===== src/rtl/pd_packet_serializer.sv =====
// pd_packet_serializer
// Captures a sync/PID header, a status flag and PAYLOAD_WORDS payload words on
// an accepted start, then streams them one word per beat over valid/ready.
// Packet: header {SYNC_BYTE, pid}, status word, payload words (MSB word first).
// Optional feature macro: PD_CRC16_EN appends a CRC-16/CCITT trailer word
// (poly 0x1021, init 0xFFFF, MSB-first) computed over every accepted word.
module pd_packet_serializer #(
    parameter int         WORD_W        = 16,
    parameter int         PAYLOAD_WORDS = 18,
    parameter logic [7:0] SYNC_BYTE     = 8'h80
) (
    input  logic                            clk,
    input  logic                            n_rst,
    input  logic                            start,
    input  logic                            abort,
    input  logic [7:0]                      pid,
    input  logic                            status_empty,
    input  logic [PAYLOAD_WORDS*WORD_W-1:0] payload_in,
    input  logic                            tx_ready,
    output logic                            tx_valid,
    output logic [WORD_W-1:0]               tx_data,
    output logic                            tx_last,
    output logic                            busy,
    output logic                            done
);

    localparam int PAY_W = PAYLOAD_WORDS * WORD_W;
    localparam int CNT_W = $clog2(PAYLOAD_WORDS + 1);
    localparam int IDX_W = $clog2(PAY_W);
    localparam logic [CNT_W-1:0] LAST_IDX = CNT_W'(PAYLOAD_WORDS - 1);

`ifdef PD_CRC16_EN
    localparam bit LAST_ON_PAY = 1'b0;
    typedef enum logic [2:0] {
        ST_IDLE = 3'd0,
        ST_HDR  = 3'd1,
        ST_STAT = 3'd2,
        ST_PAY  = 3'd3,
        ST_CRC  = 3'd4,
        ST_DONE = 3'd5
    } state_t;
`else
    localparam bit LAST_ON_PAY = 1'b1;
    typedef enum logic [2:0] {
        ST_IDLE = 3'd0,
        ST_HDR  = 3'd1,
        ST_STAT = 3'd2,
        ST_PAY  = 3'd3,
        ST_DONE = 3'd5
    } state_t;
`endif

    state_t            state_r;
    logic [7:0]        pid_r;
    logic              status_r;
    logic [PAY_W-1:0]  payload_r;
    logic [CNT_W-1:0]  cnt_r;
    logic              beat_s;
`ifdef PD_CRC16_EN
    logic [15:0]       crc_r;
`endif

    // Payload word k lives in the k-th WORD_W slice counted from the MSB end.
    function automatic logic [WORD_W-1:0] pay_word(input logic [PAY_W-1:0] p,
                                                   input logic [CNT_W-1:0] k);
        logic [IDX_W-1:0] top;
        top = IDX_W'((PAYLOAD_WORDS - int'(k)) * WORD_W - 1);
        return p[top -: WORD_W];
    endfunction

`ifdef PD_CRC16_EN
    // One CRC-16/CCITT update over a full word, most significant bit first.
    function automatic logic [15:0] crc16_step(input logic [15:0] crc,
                                               input logic [WORD_W-1:0] d);
        logic [15:0] c;
        logic        fb;
        c = crc;
        for (int i = WORD_W - 1; i >= 0; i--) begin
            fb = c[15] ^ d[i];
            c  = {c[14:0], 1'b0};
            if (fb) begin
                c = c ^ 16'h1021;
            end else begin
                c = c;
            end
        end
        return c;
    endfunction
`endif

    assign beat_s = tx_valid & tx_ready;

    // Packet FSM: capture on start, advance on beats, outputs registered per next state.
    always_ff @(posedge clk or negedge n_rst) begin
        if (!n_rst) begin
            state_r   <= ST_IDLE;
            pid_r     <= 8'd0;
            status_r  <= 1'b0;
            payload_r <= '0;
            cnt_r     <= '0;
            tx_valid  <= 1'b0;
            tx_data   <= '0;
            tx_last   <= 1'b0;
            busy      <= 1'b0;
            done      <= 1'b0;
`ifdef PD_CRC16_EN
            crc_r     <= 16'hFFFF;
`endif
        end else if (abort) begin
            // Abort drops whatever is in flight, including a word accepted this edge.
            state_r  <= ST_IDLE;
            tx_valid <= 1'b0;
            tx_data  <= '0;
            tx_last  <= 1'b0;
            busy     <= 1'b0;
            done     <= 1'b0;
        end else begin
            done <= 1'b0;
            case (state_r)
                ST_IDLE: begin
                    if (start) begin
                        pid_r     <= pid;
                        status_r  <= status_empty;
                        payload_r <= payload_in;
                        cnt_r     <= '0;
`ifdef PD_CRC16_EN
                        crc_r     <= 16'hFFFF;
`endif
                        state_r   <= ST_HDR;
                        tx_valid  <= 1'b1;
                        tx_data   <= WORD_W'({SYNC_BYTE, pid});
                        tx_last   <= 1'b0;
                        busy      <= 1'b1;
                    end else begin
                        state_r <= ST_IDLE;
                    end
                end
                ST_HDR: begin
                    if (beat_s) begin
`ifdef PD_CRC16_EN
                        crc_r   <= crc16_step(crc_r, tx_data);
`endif
                        state_r <= ST_STAT;
                        tx_data <= WORD_W'(status_r);
                    end else begin
                        state_r <= ST_HDR;
                    end
                end
                ST_STAT: begin
                    if (beat_s) begin
`ifdef PD_CRC16_EN
                        crc_r   <= crc16_step(crc_r, tx_data);
`endif
                        state_r <= ST_PAY;
                        tx_data <= pay_word(payload_r, '0);
                        tx_last <= LAST_ON_PAY && (LAST_IDX == '0);
                    end else begin
                        state_r <= ST_STAT;
                    end
                end
                ST_PAY: begin
                    if (beat_s) begin
`ifdef PD_CRC16_EN
                        crc_r <= crc16_step(crc_r, tx_data);
`endif
                        cnt_r <= cnt_r + CNT_W'(1);
                        if (cnt_r == LAST_IDX) begin
`ifdef PD_CRC16_EN
                            state_r <= ST_CRC;
                            tx_data <= WORD_W'(crc16_step(crc_r, tx_data));
                            tx_last <= 1'b1;
`else
                            state_r  <= ST_DONE;
                            tx_valid <= 1'b0;
                            tx_data  <= '0;
                            tx_last  <= 1'b0;
                            done     <= 1'b1;
`endif
                        end else begin
                            tx_data <= pay_word(payload_r, cnt_r + CNT_W'(1));
                            tx_last <= LAST_ON_PAY && ((cnt_r + CNT_W'(1)) == LAST_IDX);
                        end
                    end else begin
                        state_r <= ST_PAY;
                    end
                end
`ifdef PD_CRC16_EN
                ST_CRC: begin
                    if (beat_s) begin
                        state_r  <= ST_DONE;
                        tx_valid <= 1'b0;
                        tx_data  <= '0;
                        tx_last  <= 1'b0;
                        done     <= 1'b1;
                    end else begin
                        state_r <= ST_CRC;
                    end
                end
`endif
                ST_DONE: begin
                    state_r <= ST_IDLE;
                    busy    <= 1'b0;
                end
                default: begin
                    state_r  <= ST_IDLE;
                    tx_valid <= 1'b0;
                    tx_data  <= '0;
                    tx_last  <= 1'b0;
                    busy     <= 1'b0;
                end
            endcase
        end
    end

endmodule


===== config.mk =====
export PLATFORM = sky130hd
export DESIGN_NAME = pd_packet_serializer
export DESIGN_NICKNAME = d
export VERILOG_FILES = /design/src/rtl/pd_packet_serializer.sv
export SDC_FILE = /design/constraint.sdc
export NUM_CORES = 1
export LEC_CHECK = 0
export ABC_CLOCK_PERIOD_IN_PS = 3200
export CORE_ASPECT_RATIO = 0.75
export CORE_MARGIN = 8
export CORE_UTILIZATION = 25
export DETAILED_ROUTE_END_ITERATION = 16
export PLACE_DENSITY = 0.44
export SLEW_MARGIN = 20
export SYNTH_ARGS = -nofsm -noshare
export SYNTH_HDL_FRONTEND = slang
export SYNTH_SLANG_ARGS = --single-unit

===== constraint.sdc =====
create_clock -name clk -period 3.2 [get_ports clk]
set_clock_uncertainty 0.15 [all_clocks]
set_input_delay 0.32 -clock clk [delete_from_list [all_inputs] [get_ports clk]]
set_output_delay 0.32 -clock clk [all_outputs]
set_load 0.05 [all_outputs]

==> impl_metrics.toml <==
[clock_network]
clk_latency_ps = 540
cts_root_buf = "clkbuf_16"
htreeDepth = 2
cts_buffer_depth = 3
cts_tree = "done"
cts.sinks = 317
cts_buffers = 38
clkSlewWorstSetupHoldPaths_ps = 60

[sta]
timing.slew.headroom_pct = 53.0
hold_viol = 0
tightest_slew_ps = 702
layout_setup_ws_ps = 144
layout_min_cycle_time_ps = 3060
final.setup.tns_ps = 0
rsz0062_at_grt = "no"
finalCritPeriodShare_pct = 95.5
finalSetupViolations = 0
slew_viol_final = 0
fmax_ghz = 0.327

[setup_path]
required_ps = 3460
critical-path-slowest-cell = "or4_4"
cp_num_buf_inv = 1
path_cells = "ha_2 -> xnor2_1 -> and2_1 -> or4_4 -> o22ai_4 -> buf_12 -> nor3_1 -> nand3_2 -> o32ai_4 -> a221o_1"
worstPathMaxFanout = 19
cpPeakStageDelay_ps = 530
end_kind = "flop"
crit_type = "flop to flop"
crit_family = "simple AND/OR/NAND/NOR gates"
crit_arrival_ps = 3310
critPathLaunchType = "flop"

[routing]
drc = 0
avgViaCountPerCell = 4.58
drt-wirelength-per-cell_um = 23.7
drtAntennaViolNets = 0
first_pass_iters = 6
drt_wl_total_um = 51600
vias = 9983
first_iter_violations = 545

[flow_run]
drv_cap = 0

[place]
gp_congestion = 0.815
numPortBuffers = 321
pre_cts_ws_ps = 50.8
dp_hpwl_um = 40000

[power]
leakage_nw = 7.97
internal-power_mw = 8.85
ir_worst_vdd_uv = 276
p_per_area_nw_per_um2 = 580
sw_frac_of_total_pct = 25.9
clkPwrFrac_pct = 36.1
seq_power_share_pct = 44.3
p_switching_mw = 3.09
power_frac_comb_pct = 19.5

[floorplan]
start_util_pct = 25.1
die_x_um = 296
die_h_um = 226
fp.dieArea_um2 = 66800
boundaryPins = 322
placementRows = 77
coreArea_um2 = 58500

[global_routing]
antenna_found_initial = 17
overflow = 0
grt_pass1_wl_um = 74800
grt_max_degree = 72
grtUsageTotal_pct = 15.2
grt_pass1_vias = 10800

[layout]
area_growth_pct = 40.3
drive_gt1_share_pct = 35.3
nets = 1664

[yosys]
ys.flop_type = "dfrtp_1"
synth_area_per_cell_um2 = 14.6
synth_xor_area_share_pct = 0.571
synthSimpleGateAreaFrac_pct = 4.12
synthDistinctLibCells = 56
synth_fa_ha_area_share_pct = 0.426
synth.most_common_cell = "dfrtp_1"
syn_nets = 1312
synthesis.area_um2 = 14700
yosys_warnings = 0
synth_seq_area_share_pct = 54.0
synth-edff-count = 0
synthCells = 1005
ys_top_cells_by_count = "dfrtp_1 (317), mux2_2 (289), mux4_2 (64)"
synth_area_leaders = "dfrtp_1 (54%), mux2_2 (22%), mux4_2 (9.8%)"
async_flop_share_pct = 100
synth_compound_area_share_pct = 5.19
synth_top_family_by_area = "multiplexers"
synthMuxAreaShare_pct = 33.4
synth_top_area_cell = "dfrtp_1"
netlist.area_leader.share_pct = 54.0
ys_ff_latch = 317

[hold_path]
min_path_type = "primary input to async pin"

[outcome]
status = "finished, final reports clean"
-- worst paths after layout --
path	start	to	slack, ps	cells past startpoint
worst max-delay path	cnt_r[0]	tx_data[8]	140	10
worst min-delay path	n_rst	payload_r[156]	230	2
worst max register to register	cnt_r[0]	tx_data[8]	140	10
worst min register to register	busy	busy	330	1
max in group asynchronous	n_rst	cnt_r[0]	1730	3
min in group clk	payload_in[102]	payload_r[102]	240	2
-- stage by stage --
stage | instance area [µm²] | instances | hold slack, ps | util (%) | power (mW)
3_3_place_gp | 19200 | 2100 | 215 | 32.9 | 7.72
5_1_grt | 20600 | 2175 | 211 | 35.2 | 12.6
4_1_cts | 20500 | 2168 | 189 | 35.0 | 12.2
3_5_place_dp | 19200 | 2100 | 215 | 32.9 | 7.75
2_1_floorplan | 14700 | 1005 | -126 | - | 6.52
6_report | 20600 | 2180 | 235 | 35.2 | 11.9
-- state kept, by name, indices dropped and copies added, names as in the netlist --
register,cells
status_r,1
payload_r,288
state_r,3
tx_valid,1
cnt_r,5
busy,1
tx_data,16
done,1
tx_last,1
-- area by class of cell --
type,instances,area [µm²]
repair buffers,381,3920
fillers,5716,37900
clock buffers,56,1090
well taps,790,988
diodes,6,15.0
clock inverters,11,134
flip-flops and latches,317,7940
inverters,7,26.3
multi-input cells,612,6480
-- repair_timing --
| action | 4_1_cts | 5_1_grt |
|---|---|---|
| setup buffers | 0 | 5 |
| resized for setup | 0 | 8 |
| endpoints found under the hold margin | 64 | 0 |
| hold buffers | 1 | 0 |
| endpoints found under the setup margin | 0 | 16 |
-- cell usage in the layout (no fill, tap or decap), types with 7 or more instances in the layout --
master,instances
a221o_1,7
mux2_2,289
nor2_1,16
clkbuf_1,12
buf_4,40
inv_1,7
dfrtp_1,316
a31oi_1,23
clkbuf_16,40
mux4_2,64
and2_1,18
o21ai_0,24
nand2_1,59
a32o_1,7
mux2i_1,20
clkinv_2,7
a211oi_1,18
clkdlybuf4s50_1,320
nand3_1,8
buf_12,17
-- cells by family (layout without fill, tap and decap cells) --
kind of cell	Yosys count	after routing
simple gates	125	125
buf+inv	76	455
other cells	0	6
xor+xnor	8	8
mux	373	373
flops	317	317
compound gates	101	101
fa+ha+maj	5	5
-- power by group through the flow --
stage	clock network [mW]	registers (mW)	logic (mW)
CTS	4.50	5.30	2.39
global route	4.64	5.41	2.52
finish	4.32	5.29	2.33
global placement	0	5.36	2.36
detailed placement	0	5.37	2.38
floorplan	0	5.22	1.30
-- metal layers --
layer / wire, µm / vias up / track usage (%)
li1: - / 4490 / -
met1: 24600 / 5142 / 21.6
met2: 22300 / 260 / 22.2
met3: 3760 / 73 / 4.96
met4: 826 / 18 / 3.54
met5: 122 / - / 0
(Power assumes the default switching activity.)
